===== config.mk =====
export PLATFORM = sky130hd
export DESIGN_NAME = pdm_capture_ctrl
export DESIGN_NICKNAME = d
export VERILOG_FILES = /design/src/rtl/pdm_capture_ctrl.sv
export SDC_FILE = /design/constraint.sdc
export NUM_CORES = 1
export LEC_CHECK = 0
export ABC_AREA = 1
export CORE_ASPECT_RATIO = 1.25
export CORE_MARGIN = 2
export CORE_UTILIZATION = 25
export DETAILED_ROUTE_END_ITERATION = 8
export MAX_ROUTING_LAYER = met4
export PLACE_DENSITY_LB_ADDON = 0.1
export SETUP_SLACK_MARGIN = 0.4
export SLEW_MARGIN = 20
export SYNTH_ARGS = -nofsm -noshare
export SYNTH_HDL_FRONTEND = slang
export SYNTH_SLANG_ARGS = --single-unit

===== constraint.sdc =====
create_clock -name clk -period 3.5 [get_ports clk]
set_clock_uncertainty 0.1 [all_clocks]
set_input_delay 0.875 -clock clk [delete_from_list [all_inputs] [get_ports clk]]
set_output_delay 0.875 -clock clk [all_outputs]
set_load 0.05 [all_outputs]

===== src/rtl/pdm_capture_ctrl.sv =====
// Capture sequencer between the PDM CIC output and the CPU: gates the mic clock,
// drops settling samples, buffers PCM words in a first-word-fall-through FIFO.
module pdm_capture_ctrl #(
  parameter int DEPTH = 8,
  parameter int AW    = 3
) (
  input  logic          clk,
  input  logic          rst_n,
  input  logic          start,
  input  logic          stop,
  input  logic [7:0]    settle_count,
  input  logic [15:0]   sample_count,
  input  logic [AW:0]   threshold,
  input  logic          irq_en,
  input  logic          clr_flags,
  input  logic [15:0]   pcm_in,
  input  logic          pcm_valid,
  input  logic          rd_en,
  output logic [15:0]   rd_data,
  output logic [AW:0]   level,
  output logic          empty,
  output logic          full,
  output logic          mic_clk_en,
  output logic          busy,
  output logic          overflow,
  output logic          done,
  output logic          irq
);

  typedef enum logic [1:0] {
    IDLE    = 2'd0,
    SETTLE  = 2'd1,
    CAPTURE = 2'd2
  } state_t;

  state_t       state_reg, state_next;
  logic         mic_clk_en_reg, mic_clk_en_next;
  logic [7:0]   settle_lat_reg;
  logic [15:0]  sample_lat_reg;
  logic [7:0]   settle_cnt_reg;
  logic [15:0]  sample_cnt_reg;
  logic [AW-1:0] wr_ptr_reg, rd_ptr_reg;
  logic [AW:0]  level_reg;
  logic         overflow_reg, done_reg, irq_reg;
  logic [15:0]  mem [DEPTH];

  logic         start_go;
  logic         settle_strobe, settle_hit;
  logic         cap_strobe, count_hit;
  logic         push, pop, drop;
  logic [7:0]   settle_inc;
  logic [15:0]  sample_inc;

  // stop dominates start; a start also suppresses any same-cycle push/pop.
  assign start_go      = start & ~stop;
  assign settle_inc    = settle_cnt_reg + 8'd1;
  assign sample_inc    = sample_cnt_reg + 16'd1;
  assign settle_strobe = (state_reg == SETTLE) & pcm_valid & ~start & ~stop;
  assign settle_hit    = settle_strobe & (settle_inc == settle_lat_reg);
  assign cap_strobe    = (state_reg == CAPTURE) & pcm_valid & ~start & ~stop;
  assign count_hit     = cap_strobe & (sample_lat_reg != 16'd0) & (sample_inc == sample_lat_reg);

  assign empty = (level_reg == '0);
  assign full  = (level_reg == (AW+1)'(DEPTH));
  assign pop   = rd_en & ~empty & ~start_go;
  assign push  = cap_strobe & (~full | pop);
  assign drop  = cap_strobe & ~push;

  // State register
  always_ff @(posedge clk) begin
    if (!rst_n) begin
      state_reg      <= IDLE;
      mic_clk_en_reg <= 1'b0;
    end else begin
      state_reg      <= state_next;
      mic_clk_en_reg <= mic_clk_en_next;
    end
  end

  // Next-state logic
  always_comb begin
    state_next = state_reg;
    if (stop) begin
      state_next = IDLE;
    end else if (start) begin
      state_next = (settle_count != 8'd0) ? SETTLE : CAPTURE;
    end else begin
      case (state_reg)
        SETTLE:  if (settle_hit) state_next = CAPTURE;
        CAPTURE: if (count_hit)  state_next = IDLE;
        default: state_next = state_reg;
      endcase
    end
  end

  // Output logic
  always_comb begin
    busy            = (state_reg != IDLE);
    mic_clk_en_next = (state_next != IDLE);
  end

  always_ff @(posedge clk) begin
    if (!rst_n) begin
      settle_lat_reg <= '0;
      sample_lat_reg <= '0;
      settle_cnt_reg <= '0;
      sample_cnt_reg <= '0;
    end else if (start_go) begin
      settle_lat_reg <= settle_count;
      sample_lat_reg <= sample_count;
      settle_cnt_reg <= '0;
      sample_cnt_reg <= '0;
    end else begin
      if (settle_strobe) settle_cnt_reg <= settle_inc;
      if (cap_strobe)    sample_cnt_reg <= sample_inc;
    end
  end

  always_ff @(posedge clk) begin
    if (!rst_n) begin
      wr_ptr_reg <= '0;
      rd_ptr_reg <= '0;
      level_reg  <= '0;
    end else if (start_go) begin
      wr_ptr_reg <= '0;
      rd_ptr_reg <= '0;
      level_reg  <= '0;
    end else begin
      if (push) wr_ptr_reg <= wr_ptr_reg + 1'b1;
      if (pop)  rd_ptr_reg <= rd_ptr_reg + 1'b1;
      level_reg <= level_reg + (AW+1)'(push) - (AW+1)'(pop);
    end
  end

  always_ff @(posedge clk) begin
    if (push) mem[wr_ptr_reg] <= pcm_in;
  end

  // Flag set events take priority over clr_flags.
  always_ff @(posedge clk) begin
    if (!rst_n) begin
      overflow_reg <= 1'b0;
      done_reg     <= 1'b0;
    end else if (start_go) begin
      overflow_reg <= 1'b0;
      done_reg     <= 1'b0;
    end else begin
      if (drop)           overflow_reg <= 1'b1;
      else if (clr_flags) overflow_reg <= 1'b0;
      if (count_hit)      done_reg <= 1'b1;
      else if (clr_flags) done_reg <= 1'b0;
    end
  end

  always_ff @(posedge clk) begin
    if (!rst_n) irq_reg <= 1'b0;
    else        irq_reg <= irq_en & (((threshold != '0) & (level_reg >= threshold))
                                     | overflow_reg | done_reg);
  end

  assign rd_data    = empty ? 16'd0 : mem[rd_ptr_reg];
  assign level      = level_reg;
  assign mic_clk_en = mic_clk_en_reg;
  assign overflow   = overflow_reg;
  assign done       = done_reg;
  assign irq        = irq_reg;

endmodule


# Yosys cells after proc, flatten, opt, wreduce, memory -nomap -nowiden
# Memory sizes are Yosys's and may differ from the RTL's. A register that Yosys moved wholly into a read port is not among the register bits.
# Cells that the tools add are included.
op_classes:
  n_addsub: 6
  n_lt_le_gt_ge: 1
  eq_ne: 5
  n_mux: 14
  n_bitwise: 26
  reduce_logical: 9
ops:
  columns: ["op", "n"]
  rows:
  - ["adder 16 x 1 -> 16 bit, second input constant", 1]
  - ["AND 1 bit", 16]
  - ["equality test 16 bit", 1]
  - ["two-way mux 16 bit", 1]
  - ["nonzero test 16 bit", 1]
  - ["two-way mux 2 bit", 5]
  - ["adder 8 x 1 -> 8 bit, second input constant", 1]
  - ["equality test 8 bit", 1]
  - ["nonzero test 2 bit", 4]
  - ["nonzero test 8 bit", 1]
  - ["NOT 1 bit", 7]
  - ["adder 3 x 1 -> 3 bit, second input constant", 2]
  - ["two-way mux 3 bit", 2]
  - ["two-way mux 1 bit", 5]
  - ["adder 4 x 1 -> 4 bit", 1]
  - ["equality test 4 bit, second input constant", 1]
  - [">= comparator 4 bit", 1]
  - ["zero test 4 bit", 1]
  - ["one-hot mux 2 bit (2 select lines)", 1]
  - ["nonzero test 4 bit", 1]
  - ["subtractor 4 x 1 -> 4 bit", 1]
  - ["bitwise OR 1 bit", 3]
  - ["equality test 2 x 1 -> 1 bit, second input constant", 1]
  - ["equality test 2 bit, second input constant", 1]
  - ["OR reduction 2 bit", 1]
word_totals:
  ff_bits: 64
  ramBits: 128
  in_bits: 52
  out_inout_bits: 27
  elab_cells: 74
  mem_count: 1
mem_list:
  columns: ["memory", "words", "word_bits", "read_ports", "rd_clocked_by_memory_dff", "write_ports", "line", "rtl"]
  rows:
  - ["mem", 8, 16, 1, 1, 1, "45", "logic [15:0] mem [DEPTH];"]

# Logic depth before layout (Yosys ltp)
# Gate-level depths: netlist of run 1.
logic_depth:
  ltp_word: 11
  mapped_depth: 18
  ltp_nobuf: 18

# Least setup slack after synthesis of run 1
# Ideal clock, no wire load.
synth_path:
  kind: "reg2reg"
  from: "register level_reg[3] (netlist: level[3])"
  to: "register level_reg[2] (netlist: level[2])"
  setup_ns: 0.126
  t_arrival_ns: 3.487
  required_time_ns: 3.274
  slack_ns: -0.214
  path_stages_with_launch: 14
  n_path_buf: 0
  period_less_slack_ns: 3.714
  cell_sequence: "dfxtp_1 ha_1 nor3b_1 nand2_1 inv_1 nor2_2 inv_1 ha_1 inv_1 ha_1 inv_1 fa_1 xor2_1 nor2_1"
synth_via:
  word_cells_on_any_way: 10
  classes_between: "add/sub: 2; eq/ne: 1; bitwise: 6; reduce/logical: 1"
synth_rtl:
  columns: ["element", "line", "rtl"]
  rows:
  - ["from (decl)", "43", "logic [AW:0] level_reg;"]
  - ["from (signal assigned)", "131", "level_reg <= level_reg + (AW+1)'(push) - (AW+1)'(pop);"]
  - ["equality test 4 bit", "64", "assign full = (level_reg == (AW+1)'(DEPTH));"]
  - ["named net full", "22", "output logic full,"]
  - ["NOT 1 bit", "66", "assign push = cap_strobe & (~full | pop);"]
  - ["bitwise OR 1 bit", "66", null]
  - ["AND 1 bit", "66", null]
  - ["adder 4 x 1 -> 4 bit", "131", null]
  - ["subtractor 4 x 1 -> 4 bit", "131", null]
# The timed path passes the listed nets, and every way through them passes these cells.
# A chain may end at the register's enable or synchronous reset.

==> results of run 1 <==
[stage by stage]
stage | total power (uW) | cell area [um^2] | instances | hold slack (ps) | utilization, %
after floorplan | 3770 | 8840 | 941 | 333 | -
after global placement | 4450 | 10400 | 1481 | 360 | 30.1
after detailed placement | 4450 | 10400 | 1481 | 367 | 30.1
after CTS | 6550 | 11000 | 1515 | 379 | 31.9
after global routing | 6790 | 11100 | 1518 | 397 | 32.0
final | 6450 | 11100 | 1518 | 379 | 32.0
[layout by cell type, fill, tap and decap left out, types with 10 or more instances in the layout]
cell type / synthesis / final
sky130_fd_sc_hd__dfxtp_1: 67 / 63
sky130_fd_sc_hd__nor2_1: 178 / 170
sky130_fd_sc_hd__nand3_1: 44 / 44
sky130_fd_sc_hd__o21ai_0: 122 / 119
sky130_fd_sc_hd__clkdlybuf4s50_1: 0 / 60
sky130_fd_sc_hd__a21oi_1: 36 / 36
sky130_fd_sc_hd__o22ai_1: 16 / 16
sky130_fd_sc_hd__buf_4: 0 / 38
sky130_fd_sc_hd__ha_1: 17 / 17
sky130_fd_sc_hd__nand2_1: 121 / 121
sky130_fd_sc_hd__nand4_1: 10 / 10
sky130_fd_sc_hd__nor2_2: 5 / 13
sky130_fd_sc_hd__edfxtp_1: 128 / 128
sky130_fd_sc_hd__inv_1: 84 / 84
sky130_fd_sc_hd__clkbuf_16: 0 / 17
[path summary, 6_finish.rpt]
check	end	slack, ps	cells past startpoint
worst max-delay path	rd_data[2]	500	6
worst min-delay path	settle_lat_reg[3]	380	2
worst max register to register	level[2]	620	18
worst min register to register	settle_lat_reg[3]	380	2
[worst max-delay path: stages (launching register included)]
cell,delay [ps]
sky130_fd_sc_hd__dfxtp_4,430
sky130_fd_sc_hd__buf_12,220
sky130_fd_sc_hd__o21ai_0,130
sky130_fd_sc_hd__o22ai_1,210
sky130_fd_sc_hd__o21ai_0,120
sky130_fd_sc_hd__a31oi_1,220
sky130_fd_sc_hd__buf_4,240
[power by group through the flow]
stage	sequential [uW]	combinational [uW]	clock, uW
after floorplan	2630	1130	0
after global placement	2600	1840	0
after detailed placement	2610	1850	0
after CTS	2560	1920	2080
after global routing	2560	2060	2170
final	2550	1890	2010
[layer usage]
layer | global-route usage, % | vias up | wire (um)
met5 | - | - | 0
met3 | 2.33 | 16 | 589
met2 | 24.1 | 98 | 12100
met4 | 4.06 | 0 | 273
met1 | 16.9 | 3088 | 11000
li1 | - | 3404 | -
[synth_stat cells, types with 2 or more instances]
| master | count | share of area [%] |
|---|---|---|
| sky130_fd_sc_hd__nor2_4 | 4 | 0.51 |
| sky130_fd_sc_hd__o21ai_0 | 122 | 7.0 |
| sky130_fd_sc_hd__edfxtp_1 | 128 | 44 |
| sky130_fd_sc_hd__o21bai_1 | 2 | 0.17 |
| sky130_fd_sc_hd__o211ai_1 | 7 | 0.60 |
| sky130_fd_sc_hd__xor2_1 | 5 | 0.50 |
| sky130_fd_sc_hd__a21oi_1 | 36 | 2.1 |
| sky130_fd_sc_hd__ha_1 | 17 | 2.4 |
| sky130_fd_sc_hd__a31oi_1 | 18 | 1.3 |
| sky130_fd_sc_hd__or2_2 | 4 | 0.29 |
| sky130_fd_sc_hd__nand2_1 | 121 | 5.2 |
| sky130_fd_sc_hd__nand4_1 | 10 | 0.71 |
| sky130_fd_sc_hd__nand3b_1 | 6 | 0.51 |
| sky130_fd_sc_hd__nand3_1 | 44 | 2.5 |
| sky130_fd_sc_hd__nand3_2 | 3 | 0.34 |
| sky130_fd_sc_hd__o22ai_1 | 16 | 1.1 |
| sky130_fd_sc_hd__nor2_2 | 5 | 0.36 |
| sky130_fd_sc_hd__nor2_1 | 178 | 7.6 |
| sky130_fd_sc_hd__clkbuf_1 | 31 | 1.3 |
| sky130_fd_sc_hd__nor3_1 | 3 | 0.17 |
| sky130_fd_sc_hd__dfxtp_1 | 67 | 15 |
| sky130_fd_sc_hd__nand2_2 | 7 | 0.50 |
| sky130_fd_sc_hd__inv_1 | 84 | 3.6 |
| sky130_fd_sc_hd__xnor2_1 | 3 | 0.30 |
| sky130_fd_sc_hd__buf_1 | 4 | 0.17 |
[cells by family (layout without fill, tap and decap cells)]
| logic type | count (synthesis) | after routing | synth area share [%] |
|---|---|---|---|
| AO/OA/AOI/OAI | 206 | 206 | 12.7 |
| XOR/XNOR | 8 | 8 | 0.799 |
| adder cells (fa/ha/maj) | 18 | 18 | 2.65 |
| buffers and inverters | 122 | 231 | 5.24 |
| flip-flops | 195 | 195 | 59.1 |
| AND/OR/NAND/NOR | 392 | 392 | 19.5 |
[area by class of cell]
| class | count | area share (%) |
|---|---|---|
| well taps | 468 | 5.30 |
| repair buffers | 112 | 10.3 |
| multi-input cells | 624 | 29.1 |
| inverters | 87 | 2.98 |
| clock inverters | 15 | 1.54 |
| clock buffers | 17 | 3.85 |
| flip-flops and latches | 195 | 47.0 |
[repair_timing]
action	in CTS	in global routing
gates cloned	1	0
hold endpoints to repair	0	0
buffers inserted	1	3
resized for setup	10	4
setup endpoints to repair	18	11
==> results_tabular.tex, run 1 <==
\begin{tabular}{lr}
\hline
Metric & Value \\
\hline
\multicolumn{2}{l}{\textbf{Status}} \\
Outcome & completed \\
\multicolumn{2}{l}{\textbf{Route}} \\
Total vias in the final route & 6606 \\
Starting DRC count in detailed routing & 292 \\
Detailed-route vias per instance & 4.35 \\
Detail Route Antenna Nets & 0 \\
Routed Wire Length & 23900 um \\
Post-route DRC violation count & 0 \\
Drt wl/cell & 15.8 um \\
Number of search-and-repair iterations in the first detailed-routing pass & 4 \\
\multicolumn{2}{l}{\textbf{Die}} \\
Y dimension of the die & 213 um \\
Die Area & 36600 um\^{}2 \\
Core region area & 34500 um\^{}2 \\
Number of primary I/O pins & 79 \\
Initial standard-cell utilization of the core & 25.4\% \\
Placement Rows & 76 \\
Die Span X & 171 um \\
\multicolumn{2}{l}{\textbf{Logic synthesis}} \\
Total number of yosys warnings & 0 \\
Syn\_nets & 1011 \\
Post-synthesis async set-or-reset flop share & 0\% \\
Average instance area after synthesis & 9.32 um\^{}2 \\
Seq/Total Area, Yosys & 59.1\% \\
Unique masters post-synth & 41 \\
Count of mapped cells out of synthesis & 941 \\
Number of flops mapped to enable cells by yosys & 128 \\
Main synth FF type & sky130\_fd\_sc\_hd\_\_edfxtp\_1 \\
Netlist area before placement & 8770 um\^{}2 \\
Number of storage elements in the synthesis netlist & 195 \\
\multicolumn{2}{l}{\textbf{Pwr}} \\
Sw power & 2240 uW \\
Share of total power in sequential cells & 39.5\% \\
Cell internal power dissipation & 4210 uW \\
Clock power share & 31.2\% \\
Combinational cell fraction of total power & 29.3\% \\
Switching power as a share of total power & 34.7\% \\
LEAKAGE & 0.00407 uW \\
Maximum ir drop on the vdd rail & 0.000231 V \\
Power density over the cells & 584 nW/um\^{}2 \\
\multicolumn{2}{l}{\textbf{Timing}} \\
Total negative slack & 0 ps \\
Max-slew violation total from the final report & 0 \\
Maximum clock frequency & 333 MHz \\
Actual transition at the worst max-transition pin & 807 ps \\
Final period utilization & 85.8\% \\
Unrepaired setup endpoints after global routing & yes \\
Final Worst Setup Slack & 496 ps \\
Clock period minus worst slack & 3000 ps \\
Normalized max-slew margin & 45.5\% \\
Final Hold Violating Endpoints & 0 \\
Number of setup violations in the final report & 0 \\
\multicolumn{2}{l}{\textbf{Clocking}} \\
Post-cts hold buffer count & 0 \\
Clock-pin slew reported for the worst setup and hold paths after clock tree synthesis & 80 ps \\
Worst-Skew Late Latency & 440 ps \\
Num CTS Buffers & 17 \\
CTS tree & yes \\
Root buffer cell & sky130\_fd\_sc\_hd\_\_clkbuf\_16 \\
Count of H-tree levels built during CTS & 4 \\
Clk sink count & 195 \\
CTS max path bufs & 2 \\
\multicolumn{2}{l}{\textbf{Finish}} \\
Number of antenna repair diodes & 0 \\
Net count reported at finish & 1107 \\
Share of cells above drive strength 1 & 12.9\% \\
Filler cell count & 3598 \\
Multi-input logic area & 3210 um\^{}2 \\
Flip-flop count of the largest register, all copies and words added & 128 \\
Layout overhead on the synthesized area & 26.1\% \\
FF+latch area & 5190 um\^{}2 \\
\multicolumn{2}{l}{\textbf{Hold path}} \\
Hold WC Path Type & flop to flop \\
Start point of the worst hold path & settle\_lat\_reg[3] \\
\multicolumn{2}{l}{\textbf{Critical path}} \\
Start-to-end type of the worst setup path & flop to output port \\
Launch point of the worst reg-to-reg path & level[2] \\
Worst setup EP type & output port \\
Data arrival, critical path & 2030 ps \\
Maximum fanout along the worst path & 38 \\
Crit path required time & 2520 ps \\
Startpoint Class & flop \\
\multicolumn{2}{l}{\textbf{Global routing}} \\
Total congestion overflow & 0 \\
Total global routing track utilization & 14.0\% \\
First-pass GRT wire length & 37600 um \\
Initial antenna violation count & 0 \\
Vias in the first global route & 6823 \\
Pin count of the biggest net entering global routing & 39 \\
\multicolumn{2}{l}{\textbf{Placement}} \\
\# port buffers & 78 \\
Dpl hpwl & 16300 um \\
Global placement routability congestion & 0.789 \\
Worst setup slack after placement & 107 ps \\
\multicolumn{2}{l}{\textbf{Run}} \\
Number of max-capacitance violations reported & 0 \\
\hline
\end{tabular}
(Power assumes the default switching activity.)
==> run 2, diff against run 1 <==
Settings changed: CORE_UTILIZATION 25 to 58.
==> run 2 against run 1 <==
  * Fmax decreased by 0.66%
  * Combinational power decreased by 7%
  * Register-to-register slack improved by 50 ps
  * Clock-buffer cell count increased by 4
  * Design area decreased by 4.7%
  * Wire length decreased by 20%
  * Via count increased by 1.3%
  * Worst hold slack got worse by 8.4 ps
  * Clock power about the same
  * Flip-flop and latch count unchanged
  * Critical path type unchanged
  * Largest power group unchanged
  * Non-clock buffer count decreased by 11
==> results_tabular.tex, run 2 (synthesis gave the netlist of run 1 again) <==
\begin{tabular}{lr}
\hline
Metric & Value \\
\hline
\multicolumn{2}{l}{\textbf{Pwr}} \\
LEAKAGE & 0.00401 uW \\
Power density over the cells & 597 nW/um\^{}2 \\
Cell internal power dissipation & 4200 uW \\
Switching power as a share of total power & 33.2\% \\
Sw power & 2090 uW \\
Combinational cell fraction of total power & 27.9\% \\
Share of total power in sequential cells & 40.5\% \\
Maximum ir drop on the vdd rail & 0.000296 V \\
Clock power share & 31.6\% \\
\multicolumn{2}{l}{\textbf{Die}} \\
Number of primary I/O pins & 79 \\
Y dimension of the die & 141 um \\
Die Span X & 114 um \\
Placement Rows & 50 \\
Initial standard-cell utilization of the core & 58.9\% \\
Core region area & 14900 um\^{}2 \\
Die Area & 16100 um\^{}2 \\
\multicolumn{2}{l}{\textbf{Clocking}} \\
Worst-Skew Late Latency & 430 ps \\
Num CTS Buffers & 17 \\
CTS max path bufs & 2 \\
CTS tree & yes \\
Root buffer cell & sky130\_fd\_sc\_hd\_\_clkbuf\_16 \\
Clk sink count & 195 \\
Setup bufs post-CTS & 0 \\
Clock-pin slew reported for the worst setup and hold paths after clock tree synthesis & 70 ps \\
Count of H-tree levels built during CTS & 4 \\
\multicolumn{2}{l}{\textbf{Timing}} \\
Actual transition at the worst max-transition pin & 875 ps \\
Maximum clock frequency & 331 MHz \\
Final Worst Setup Slack & 476 ps \\
Total negative slack & 0 ps \\
Minimum hold slack & 370 ps \\
Final Hold Violating Endpoints & 0 \\
Normalized max-slew margin & 41.6\% \\
Final period utilization & 86.4\% \\
Number of setup violations in the final report & 0 \\
Max-slew violation total from the final report & 0 \\
Clock period minus worst slack & 3020 ps \\
Unrepaired setup endpoints after global routing & yes \\
\multicolumn{2}{l}{\textbf{Route}} \\
Total vias in the final route & 6692 \\
Starting DRC count in detailed routing & 442 \\
Number of search-and-repair iterations in the first detailed-routing pass & 5 \\
Routed Wire Length & 19100 um \\
Detail Route Antenna Nets & 0 \\
Detailed-route vias per instance & 5.48 \\
Drt wl/cell & 15.7 um \\
Post-route DRC violation count & 0 \\
\multicolumn{2}{l}{\textbf{Hold path}} \\
Hold depth & 2 \\
Hold WC Path Type & flop to flop \\
Start point of the worst hold path & rd\_ptr\_reg[2] \\
\multicolumn{2}{l}{\textbf{Finish}} \\
Filler cell count & 1179 \\
Layout overhead on the synthesized area & 20.2\% \\
Commonest cells after routing, fill and taps aside & sky130\_fd\_sc\_hd\_\_nor2\_1 (173), sky130\_fd\_sc\_hd\_\_edfxtp\_1 (128), sky130\_fd\_sc\_hd\_\_nand2\_1 (121) \\
FF+latch area & 5190 um\^{}2 \\
Share of cells above drive strength 1 & 11.3\% \\
Flip-flop count of the largest register, all copies and words added & 128 \\
Net count reported at finish & 1096 \\
Final cell utilization of the core & 70.8\% \\
Most common library cell in the layout ignoring fill and taps & sky130\_fd\_sc\_hd\_\_nor2\_1 \\
Multi-input logic area & 3200 um\^{}2 \\
Number of antenna repair diodes & 0 \\
\multicolumn{2}{l}{\textbf{Critical path}} \\
Top cell by count, worst path & sky130\_fd\_sc\_hd\_\_o21ai\_0 \\
Critical register-to-register path endpoint & level[2] \\
CP bufs+invs & 3 \\
R2R Setup Slk & 670 ps \\
Data arrival, critical path & 2050 ps \\
CP cell instances & clkinv\_1, buf\_12, o21ai\_0, o22ai\_1, o21ai\_0, a31oi\_1, buf\_4 \\
R2R depth & 17 \\
Startpoint Class & flop \\
Worst setup EP type & output port \\
Launch point of the worst reg-to-reg path & level[2] \\
Start-to-end type of the worst setup path & flop to output port \\
Cell family contributing the most delay on the critical path & compound AO/OA/AOI/OAI gates \\
Largest stage delay, worst path & 400 ps \\
Standard cell with the maximum stage delay on the critical path & sky130\_fd\_sc\_hd\_\_dfxtp\_4 \\
Crit path required time & 2520 ps \\
Maximum fanout along the worst path & 64 \\
\multicolumn{2}{l}{\textbf{Global routing}} \\
First-pass GRT wire length & 31200 um \\
Vias in the first global route & 6514 \\
Total global routing track utilization & 25.6\% \\
Initial antenna violation count & 0 \\
Pin count of the biggest net entering global routing & 65 \\
Total congestion overflow & 0 \\
\multicolumn{2}{l}{\textbf{Placement}} \\
\# port buffers & 78 \\
Global placement routability congestion & 0.851 \\
Worst setup slack after placement & 130 ps \\
Dpl hpwl & 12700 um \\
\multicolumn{2}{l}{\textbf{Status}} \\
Outcome & completed \\
\multicolumn{2}{l}{\textbf{Run}} \\
Number of max-capacitance violations reported & 0 \\
\hline
\end{tabular}
-- run 2: cell count changes in the layout (fill, tap and decap cells not counted), moves of 3 or more --
cell	delta
sky130_fd_sc_hd__buf_4	-5
sky130_fd_sc_hd__buf_12	-4
sky130_fd_sc_hd__clkinvlp_4	-4
sky130_fd_sc_hd__clkbuf_8	+3
sky130_fd_sc_hd__nor2_1	+3
sky130_fd_sc_hd__nor2_2	-3
-- run 2: worst register-to-register path, stage by stage, from the launching register on --
cell and delay [ps]:
sky130_fd_sc_hd__dfxtp_1 360, sky130_fd_sc_hd__inv_1 90, sky130_fd_sc_hd__ha_1 230, sky130_fd_sc_hd__nand3_4 180, sky130_fd_sc_hd__nand2_1 130, sky130_fd_sc_hd__nor2_2 110
sky130_fd_sc_hd__inv_1 60, sky130_fd_sc_hd__nand2_1 60, sky130_fd_sc_hd__inv_1 50, sky130_fd_sc_hd__nor2_2 90, sky130_fd_sc_hd__inv_1 90, sky130_fd_sc_hd__ha_1 300
sky130_fd_sc_hd__inv_1 60, sky130_fd_sc_hd__ha_1 150, sky130_fd_sc_hd__inv_1 50, sky130_fd_sc_hd__fa_1 390, sky130_fd_sc_hd__xor2_1 140, sky130_fd_sc_hd__nor2_1 60
-- run 2: what timing repair did --
action / 4_1_cts / 5_1_grt
setup endpoints to repair: 8 / 10
pin swaps: 0 / 1
resized for setup: 6 / 4
hold buffers: 0 / 0
-- run 2: layer usage --
layer / routed length [um] / GRT usage [%] / part of all wire, % / vias up
met1: 7970 / 29.7 / 42 / 3099
li1: - / - / - / 3380
met5: 0 / - / 0 / -
met4: 410 / 8.60 / 2.1 / 0
met3: 762 / 4.23 / 4.0 / 32
met2: 9990 / 45.1 / 52 / 181
-- run 2: metrics by stage --
stage	std cells	power (uW)	instance area (um^2)
2_1_floorplan	941	3770	8840
3_3_place_gp	1189	4320	9910
3_5_place_dp	1189	4350	9910
4_1_cts	1221	6310	10500
5_1_grt	1221	6540	10500
6_report	1221	6290	10500
-- run 2: worst max-delay path by stage --
stage | to | depth (start not counted) | startpoint | slack (ps)
floorplan | level[2] | 13 | level[3] | 330
global placement | level[2] | 16 | start | 180
detailed placement | level[2] | 16 | start | 130
CTS | rd_data[10] | 7 | level[2] | 430
global route | level[2] | 16 | start | 380
finish | rd_data[1] | 7 | flop | 480
-- run 2: final cells by class --
class	count	share of cell area [%]
repair buffers	101	9.27
clock inverters	11	1.33
multi-input cells	624	30.4
well taps	182	2.16
clock buffers	21	4.46
inverters	87	3.11
flip-flops and latches	195	49.3
-- run 2: power groups by stage --
stage	Clock [uW]	Sequential (uW)	Combinational, uW
floorplan	0	2630	1130
global placement	0	2600	1720
detailed placement	0	2600	1750
CTS	2000	2550	1760
global route	2100	2560	1890
finish	1990	2550	1750
